[src/rtl/pc_pkg.sv]
// Shared types for the PC update stage: branch opcodes, exception causes, exception FSM states.
package pc_pkg;

    typedef enum logic [1:0] {
        BEQ = 2'b00,
        BNE = 2'b01,
        BGE = 2'b10,
        BLT = 2'b11
    } branch_op_t;

    typedef enum logic [1:0] {
        ILLEGAL  = 2'b00,
        BREAK    = 2'b01,
        MISALIGN = 2'b10
    } exc_cause_t;

    typedef enum logic [1:0] {
        IDLE   = 2'b00,
        SAVE   = 2'b01,
        VECTOR = 2'b10
    } exc_state_t;

endpackage

[src/rtl/branch_cond.sv]
// Resolves a branch opcode and the ALU flags into a single taken/not-taken condition.
module branch_cond
    import pc_pkg::*;
(
    input  branch_op_t i_op,
    input  logic       i_zero,
    input  logic       i_lt,
    output logic       o_cond
);

    always_comb begin
        o_cond = 1'b0;
        case (i_op)
            BEQ: o_cond = i_zero;
            BNE: o_cond = ~i_zero;
            BGE: o_cond = ~i_lt;
            BLT: o_cond = i_lt;
            default: o_cond = 1'b0;
        endcase
    end

endmodule

[src/rtl/pc_update_unit.sv]
// PC register, branch resolution, EPC/Cause and the exception-entry sequence (IDLE -> SAVE -> VECTOR).
module pc_update_unit
    import pc_pkg::*;
#(
    parameter int               WIDTH        = 64,
    parameter logic [WIDTH-1:0] RESET_PC     = '0,
    parameter logic [WIDTH-1:0] EXC_VEC_BASE = WIDTH'('h100)
) (
    input  logic             clk,
    input  logic             reset,
    input  logic             PCWrite,
    input  logic             PCWriteCond,
    input  logic             PCSrc,
    input  logic [1:0]       BranchOp,
    input  logic             Zero,
    input  logic             Lt,
    input  logic [WIDTH-1:0] ALUResult,
    input  logic [WIDTH-1:0] ALUOut,
    input  logic             ExcReq,
    input  logic [1:0]       ExcCauseIn,
    output logic [WIDTH-1:0] PC,
    output logic [WIDTH-1:0] EPC,
    output logic [1:0]       Cause,
    output logic             ExcBusy,
    output logic             ExcDone,
    output logic             ExcLost
);

    exc_state_t       r_state, w_state_nxt;
    exc_cause_t       r_pend, w_pend_nxt;
    exc_cause_t       r_cause, w_cause_nxt;
    logic [WIDTH-1:0] r_pc, w_pc_nxt;
    logic [WIDTH-1:0] r_epc, w_epc_nxt;
    logic             r_done, w_done_nxt;
    logic             r_lost, w_lost_nxt;

    logic             w_cond;
    logic             w_take;
    logic [WIDTH-1:0] w_target;
    logic [WIDTH-1:0] w_vector;

    branch_cond u_branch_cond (
        .i_op   (branch_op_t'(BranchOp)),
        .i_zero (Zero),
        .i_lt   (Lt),
        .o_cond (w_cond)
    );

    assign w_take   = PCWrite | (PCWriteCond & w_cond);
    assign w_target = PCSrc ? ALUOut : ALUResult;
    assign w_vector = EXC_VEC_BASE + {{(WIDTH-4){1'b0}}, r_cause, 2'b00};

    always_comb begin
        w_state_nxt = r_state;
        w_pend_nxt  = r_pend;
        w_cause_nxt = r_cause;
        w_pc_nxt    = r_pc;
        w_epc_nxt   = r_epc;
        w_done_nxt  = 1'b0;
        w_lost_nxt  = r_lost;
        case (r_state)
            IDLE: begin
                // A requested exception outranks both the PC write and a misaligned target.
                if (ExcReq) begin
                    w_pend_nxt  = exc_cause_t'(ExcCauseIn);
                    w_state_nxt = SAVE;
                end else if (w_take) begin
                    if (w_target[1:0] == 2'b00) begin
                        w_pc_nxt = w_target;
                    end else begin
                        w_pend_nxt  = MISALIGN;
                        w_state_nxt = SAVE;
                    end
                end
            end
            SAVE: begin
                // Fetch has already advanced PC past the faulting instruction.
                w_epc_nxt   = r_pc - WIDTH'(4);
                w_cause_nxt = r_pend;
                w_lost_nxt  = r_lost | ExcReq;
                w_state_nxt = VECTOR;
            end
            VECTOR: begin
                w_pc_nxt    = w_vector;
                w_done_nxt  = 1'b1;
                w_lost_nxt  = r_lost | ExcReq;
                w_state_nxt = IDLE;
            end
            default: w_state_nxt = IDLE;
        endcase
    end

    always_ff @(posedge clk) begin
        if (reset) begin
            r_state <= IDLE;
            r_pend  <= ILLEGAL;
            r_cause <= ILLEGAL;
            r_pc    <= RESET_PC;
            r_epc   <= '0;
            r_done  <= 1'b0;
            r_lost  <= 1'b0;
        end else begin
            r_state <= w_state_nxt;
            r_pend  <= w_pend_nxt;
            r_cause <= w_cause_nxt;
            r_pc    <= w_pc_nxt;
            r_epc   <= w_epc_nxt;
            r_done  <= w_done_nxt;
            r_lost  <= w_lost_nxt;
        end
    end

    assign PC      = r_pc;
    assign EPC     = r_epc;
    assign Cause   = r_cause;
    assign ExcBusy = (r_state != IDLE);
    assign ExcDone = r_done;
    assign ExcLost = r_lost;

endmodule
[config.mk]
export PLATFORM = sky130hd
export DESIGN_NAME = pc_update_unit
export DESIGN_NICKNAME = d
export VERILOG_FILES = /design/src/rtl/pc_pkg.sv /design/src/rtl/branch_cond.sv /design/src/rtl/pc_update_unit.sv
export SDC_FILE = /design/constraint.sdc
export NUM_CORES = 1
export LEC_CHECK = 0
export CAP_MARGIN = 20
export CORE_MARGIN = 5
export CORE_UTILIZATION = 44
export CTS_BUF_LIST = sky130_fd_sc_hd__clkbuf_4
export DETAILED_ROUTE_END_ITERATION = 10
export PLACE_DENSITY = 0.83
export SYNTH_ARGS = -nofsm -noshare
export SYNTH_HDL_FRONTEND = slang
export SYNTH_SLANG_ARGS = --single-unit
[constraint.sdc]
create_clock -name clk -period 3.62 [get_ports clk]
set_input_delay 0.543 -clock clk [delete_from_list [all_inputs] [get_ports clk]]
set_output_delay 0.543 -clock clk [all_outputs]
set_load 0.005 [all_outputs]
# Word-level counts from Yosys, hierarchy flattened
# Cells that the tools add are included.
[word_totals] inputBits=140 reg_bits=136 out_inout_bits=133 word_cells=49
[op_classes] n_bitwise=5 reduce_logical=10 n_eq_ne=11 add_sub_neg=2 muxes=14
[ops] cell="$mux 64" count=4
[ops] cell="$pmux 64 s2" count=1
[ops] cell="$sub 64x3->64 const B" count=1
[ops] cell="$mux 2" count=6
[ops] cell="$add 9x4->10 const A" count=1
[ops] cell="$ne 2x2->1 const B" count=4
[ops] cell="$eq 2x2->1 const B" count=3
[ops] cell="$logic_not 2->1" count=3
[ops] cell="$ne 3x3->1 const B" count=2
[ops] cell="$reduce_bool 2->1" count=3
[ops] cell="$eq 2x1->1 const B" count=2
[ops] cell="$pmux 1 s4" count=1
[ops] cell="$pmux 2 s2" count=1
[ops] cell="$reduce_and 4->1" count=1
[ops] cell="$reduce_and 3->1" count=1
[ops] cell="$not 1->1" count=2
[ops] cell="$or 1x1->1" count=2
[ops] cell="$reduce_and 2->1" count=1
[ops] cell="$reduce_or 2->1" count=1
[ops] cell="$and 1x1->1" count=1
[ops] cell="$mux 1" count=1

# Longest topological paths before layout
[logic_depth] word_depth=7 ltp_mapped=9 mapped_depth_nobuf=8

# Cells and area by module
# From an unflattened synthesis, not the netlist that was laid out.
[hier_totals] cells_unflattened=804 hier_area_um2=6917.9
[modules_own_cells] module="pc_update_unit" area_per_inst_um2=6895.4 seq_area_each_um2=2722.6 cells_each=801 instances=1
[modules_own_cells] module="branch_cond" area_per_inst_um2=22.5 seq_area_each_um2=0.0 cells_each=3 instances=1

# Worst setup path before layout
# No wires, ideal clock.
[synth_path] path_kind="input to register" from="input PCSrc" to="register r_pc[10] (netlist: PC[10])" setup_time_ps=127 path_stages=9 setup_slack_ps=791 n_path_buf=3 t_arrival_ps=2702 required_time_ps=3493 cell_sequence="clkbuf_1 nor3b_1 o21bai_1 a21o_1 a31oi_1 nor2_1 clkbuf_1 buf_1 o2bb2ai_1"
[synth_via] elab_chain_len=5 elab_cells_between_ends=8 classes_between="1 x eq/ne; 5 x mux; 2 x reduce/logical"
[synth_lines] element="start: declaration" line_no="pc_update_unit.sv:13" text="input logic PCSrc,"
[synth_lines] element="$mux 64 *" line_no="pc_update_unit.sv:50" text="assign w_target = PCSrc ? ALUOut : ALUResult;"
[synth_lines] element="$mux 64" line_no="pc_update_unit.sv:68" text="if (w_target[1:0] == 2'b00) begin"
[synth_lines] element="$mux 64" line_no="pc_update_unit.sv:67" text="end else if (w_take) begin"
[synth_lines] element="$mux 64" line_no="pc_update_unit.sv:64" text="if (ExcReq) begin"
[synth_lines] element="$pmux 64 s2" line_no="pc_update_unit.sv:61" text="case (r_state)"
[synth_lines] element="end signal: assignment" line_no="pc_update_unit.sv:106" text="r_pc <= w_pc_nxt;"
[synth_lines] element="end: declaration" line_no="pc_update_unit.sv:32" text="logic [WIDTH-1:0] r_pc, w_pc_nxt;"
# Every way passes the cells marked *; elsewhere a longest branch is shown, timed or not. The select of a mux whose other input is x is not followed.
# A chain may end at the register's enable or synchronous reset.

# Worst setup path in the final report
[layout_path] from="register r_pc[2] (netlist: PC[2])" to="register r_epc[60] (netlist: EPC[60])"
[layout_via] elab_chain_len=1
[layout_lines] element="$sub 64x3->64" line_no="pc_update_unit.sv:78" text="w_epc_nxt = r_pc - WIDTH'(4);"
[layout_lines] element="end signal: assignment" line_no="pc_update_unit.sv:107" text="r_epc <= w_epc_nxt;"
[layout_lines] element="end: declaration" line_no="pc_update_unit.sv:33" text="logic [WIDTH-1:0] r_epc, w_epc_nxt;"
# Every way passes these cells.

==> out/metrics.yaml <==
sta:
  final_hold_viol_count: 0
  fin_crit_ns: 2.933
  slew_violations: 0
  tightest_slew_ns: 0.6669
  slew_headroom: 0.5554
  finalSetupViolCount: 0
  rsz0062_at_grt: "no"
  fin_tns_setup_ns: 0
  skew_ns: 0.01716
  final.period_utilization: 0.8101
  fmax_mhz: 341.0
route:
  drt_wl_total_um: 20520
  vias: 6091
  drtIter0Drc: 257
  wl_per_cell_um: 18.26
  drcViolationCount: 0
  ant_nets: 0
  via_per_inst: 5.419
  firstDrtPassIters: 5
yosys:
  synth_ff_type: "dfxtp_1"
  yosys_register_bits: 136
  synth_most_common_cell: "dfxtp_1"
  synthesis.area_mm2: 0.006412
  ys_types: 45
  ys_warn_count: 0
  syn_nets: 820
  synth-seq-area-share: 0.4246
  avgSynthCellArea_um2: 9.500
  synth_commonest_cells: "136 x dfxtp_1, 103 x nor2_1, 73 x mux2i_1"
  synth_top_area_frac: 0.4246
  synth.top_cells.by_area: "dfxtp_1 42%, mux2i_1 11%, o2bb2ai_1 7.4%"
  synth_edf_count: 0
  syn-instance-count: 675
  async_reset_ff_frac: 0
  synth_top_area_cell: "dfxtp_1"
place:
  placedCellCount: 1092
  place_congestion: 0.8070
  portBuffers: 272
  hpwlAfterDp_um: 15150
cts:
  clk_pin_slew_ns: 0.12
  numCtsBuffers: 17
  clockBufferDepth: 2
  h-tree-depth: 4
  clock_sinks: 136
  hold_buffers: 0
  post_cts_buffers: 0
  root_buffer: "clkbuf_4"
  cts_tree: "built"
  clk_latency_ns: 0.55
  cts_resized: 0
power:
  p_leak_nw: 3.586
  netSwitchingFraction: 0.3278
  internal_power_mw: 2.783
  power.density_mw_per_mm2: 436.5
  power.switching_mw: 1.357
  seqPwrFrac: 0.420
  pwr-share-clk: 0.215
  combinationalPowerShare: 0.366
  vdd_drop_max_v: 0.0002174
global_routing:
  grt_overflow: 0
  grt_pass1_vias: 5937
  grt_use_total: 0.2331
  grt_max_degree: 71
  antenna_found_initial: 0
  grt_pass1_wl_um: 31110
layout:
  layout.nets: 1072
  fillers: 1223
  area_delta_synth_final_pct: 47.90
  drive_above_1_share: 0.06277
  fin_cells: 1124
  antenna_cells: 0
  fin_util: 0.6575
critical_path:
  r2r_end: "EPC[60]"
  start_kind: "flop"
  cp.arrival_ns: 3.39
  ff2ff_path_depth: 8
  crit_required_ns: 4.08
  worst-path-max-fanout: 8
  regToRegStartpoint: "PC[2]"
  crit_path_start: "PC[2]"
  worstSetupPathType: "reg2reg"
  end_kind: "flop"
  reg2reg_setup_slack_ns: 0.69
run_status:
  status: "finished, final reports clean"
floorplan:
  dieArea_mm2: 0.01709
  num_io_pins: 273
  die_h_um: 130.7
  initial_utilization: 0.4446
  core_mm2: 0.01442
  die_w_um: 130.7
  fp-row-count: 44
min_path:
  hold_path_class: "in2reg"
  holdPathStages: 2
  hold_path_end: "EPC[1]"
  worstHoldStart: "reset"
job:
  cap_violations: 0
## flip-flops by register name, indices dropped and copies added, names as in the netlist
signal,cells
Cause,2
EPC,64
ExcDone,1
ExcLost,1
PC,64
r_pend,2
r_state,2
## cell usage in the layout (no fill, tap or decap), types with 4 or more instances in the layout
| cell | n |
|---|---|
| ha_1 | 4 |
| clkinv_1 | 4 |
| buf_4 | 10 |
| o21ai_0 | 12 |
| nor4_1 | 14 |
| nor2_1 | 102 |
| nand2_1 | 12 |
| nand3_1 | 7 |
| mux2i_1 | 73 |
| nand2b_1 | 4 |
| a311oi_1 | 13 |
| o2bb2ai_1 | 54 |
| xor2_1 | 17 |
| and2_1 | 4 |
| nand4_1 | 6 |
| clkbuf_4 | 21 |
| nor3_1 | 21 |
| xnor2_1 | 32 |
| or2_2 | 5 |
| inv_1 | 6 |
| or3_1 | 12 |
| or4_1 | 12 |
| clkdlybuf4s50_1 | 270 |
| dfxtp_1 | 136 |
| a211oi_1 | 50 |
## worst max path at each step
stage | to | slack (ns)
detailed placement | EPC[60] | 0.71
CTS | EPC[60] | 0.67
global route | EPC[40] | 0.44
floorplan | PC[10] | 0.79
finish | EPC[60] | 0.69
global placement | EPC[56] | 0.79
## final cells by class
type,count,area [um2],area share
sequential,136,2723,0.2871
timing repair buffer,282,2803,0.2955
clock inverter,11,82.58,0.008707
tap,184,230.2,0.02427
clock buffer,21,157.7,0.01662
multi-input combinational,484,3466,0.3654
inverter,6,22.52,0.002375
## metal layers
metal	track usage	routed length, um	vias to the layer above	share of wire
li1	-	-	2991	-
met1	0.2789	8242	2872	0.40
met2	0.3963	10290	203	0.50
met5	0	0	-	0
met4	0.08469	367	0	0.018
met3	0.07073	1625	25	0.079
## cell families (layout without fill, tap and decap cells)
family / count (synthesis) / in the layout / synth area share
AOI/OAI and AO/OA: 140 / 140 / 0.1727
xor gates and xnor gates: 49 / 49 / 0.06693
adders and majority gates: 5 / 5 / 0.009756
buffers and inverters: 55 / 320 / 0.03824
muxes: 73 / 73 / 0.1140
and+or+nand+nor: 217 / 217 / 0.1739
DFF: 136 / 136 / 0.4246
## power by group through the flow
stage               registers [mW]  logic (mW)  clock network [mW]
floorplan                     1.76       0.879                   0
CTS                           1.74        1.53               0.914
global placement              1.76        1.50                   0
finish                        1.74        1.51               0.889
detailed placement            1.77        1.52                   0
global route                  1.76        1.67               0.968
## per-stage QoR
stage                     hold WS, ns  worst slack (ns)  total power [mW]  area (um2)
after floorplan                0.4604            0.7907             2.643        6412
after global routing           0.4576            0.4379             4.391        9484
after detailed placement       0.4747            0.7115             3.290        9244
final                          0.4687            0.6874             4.140        9484
after global placement         0.4561            0.7924             3.261        9244
after CTS                      0.4385            0.6707             4.178        9484
## worst max-delay path, stage by stage, from the launching register on
cell and delay [ns]:
dfxtp_1 0.37, inv_1 0.07, ha_1 0.19, or4b_2 0.69, or3_1 0.41, nor4_4 0.53, nand4_1 0.18, xor2_1 0.17
a211oi_1 0.22
Power figures use the tool's default switching activity.
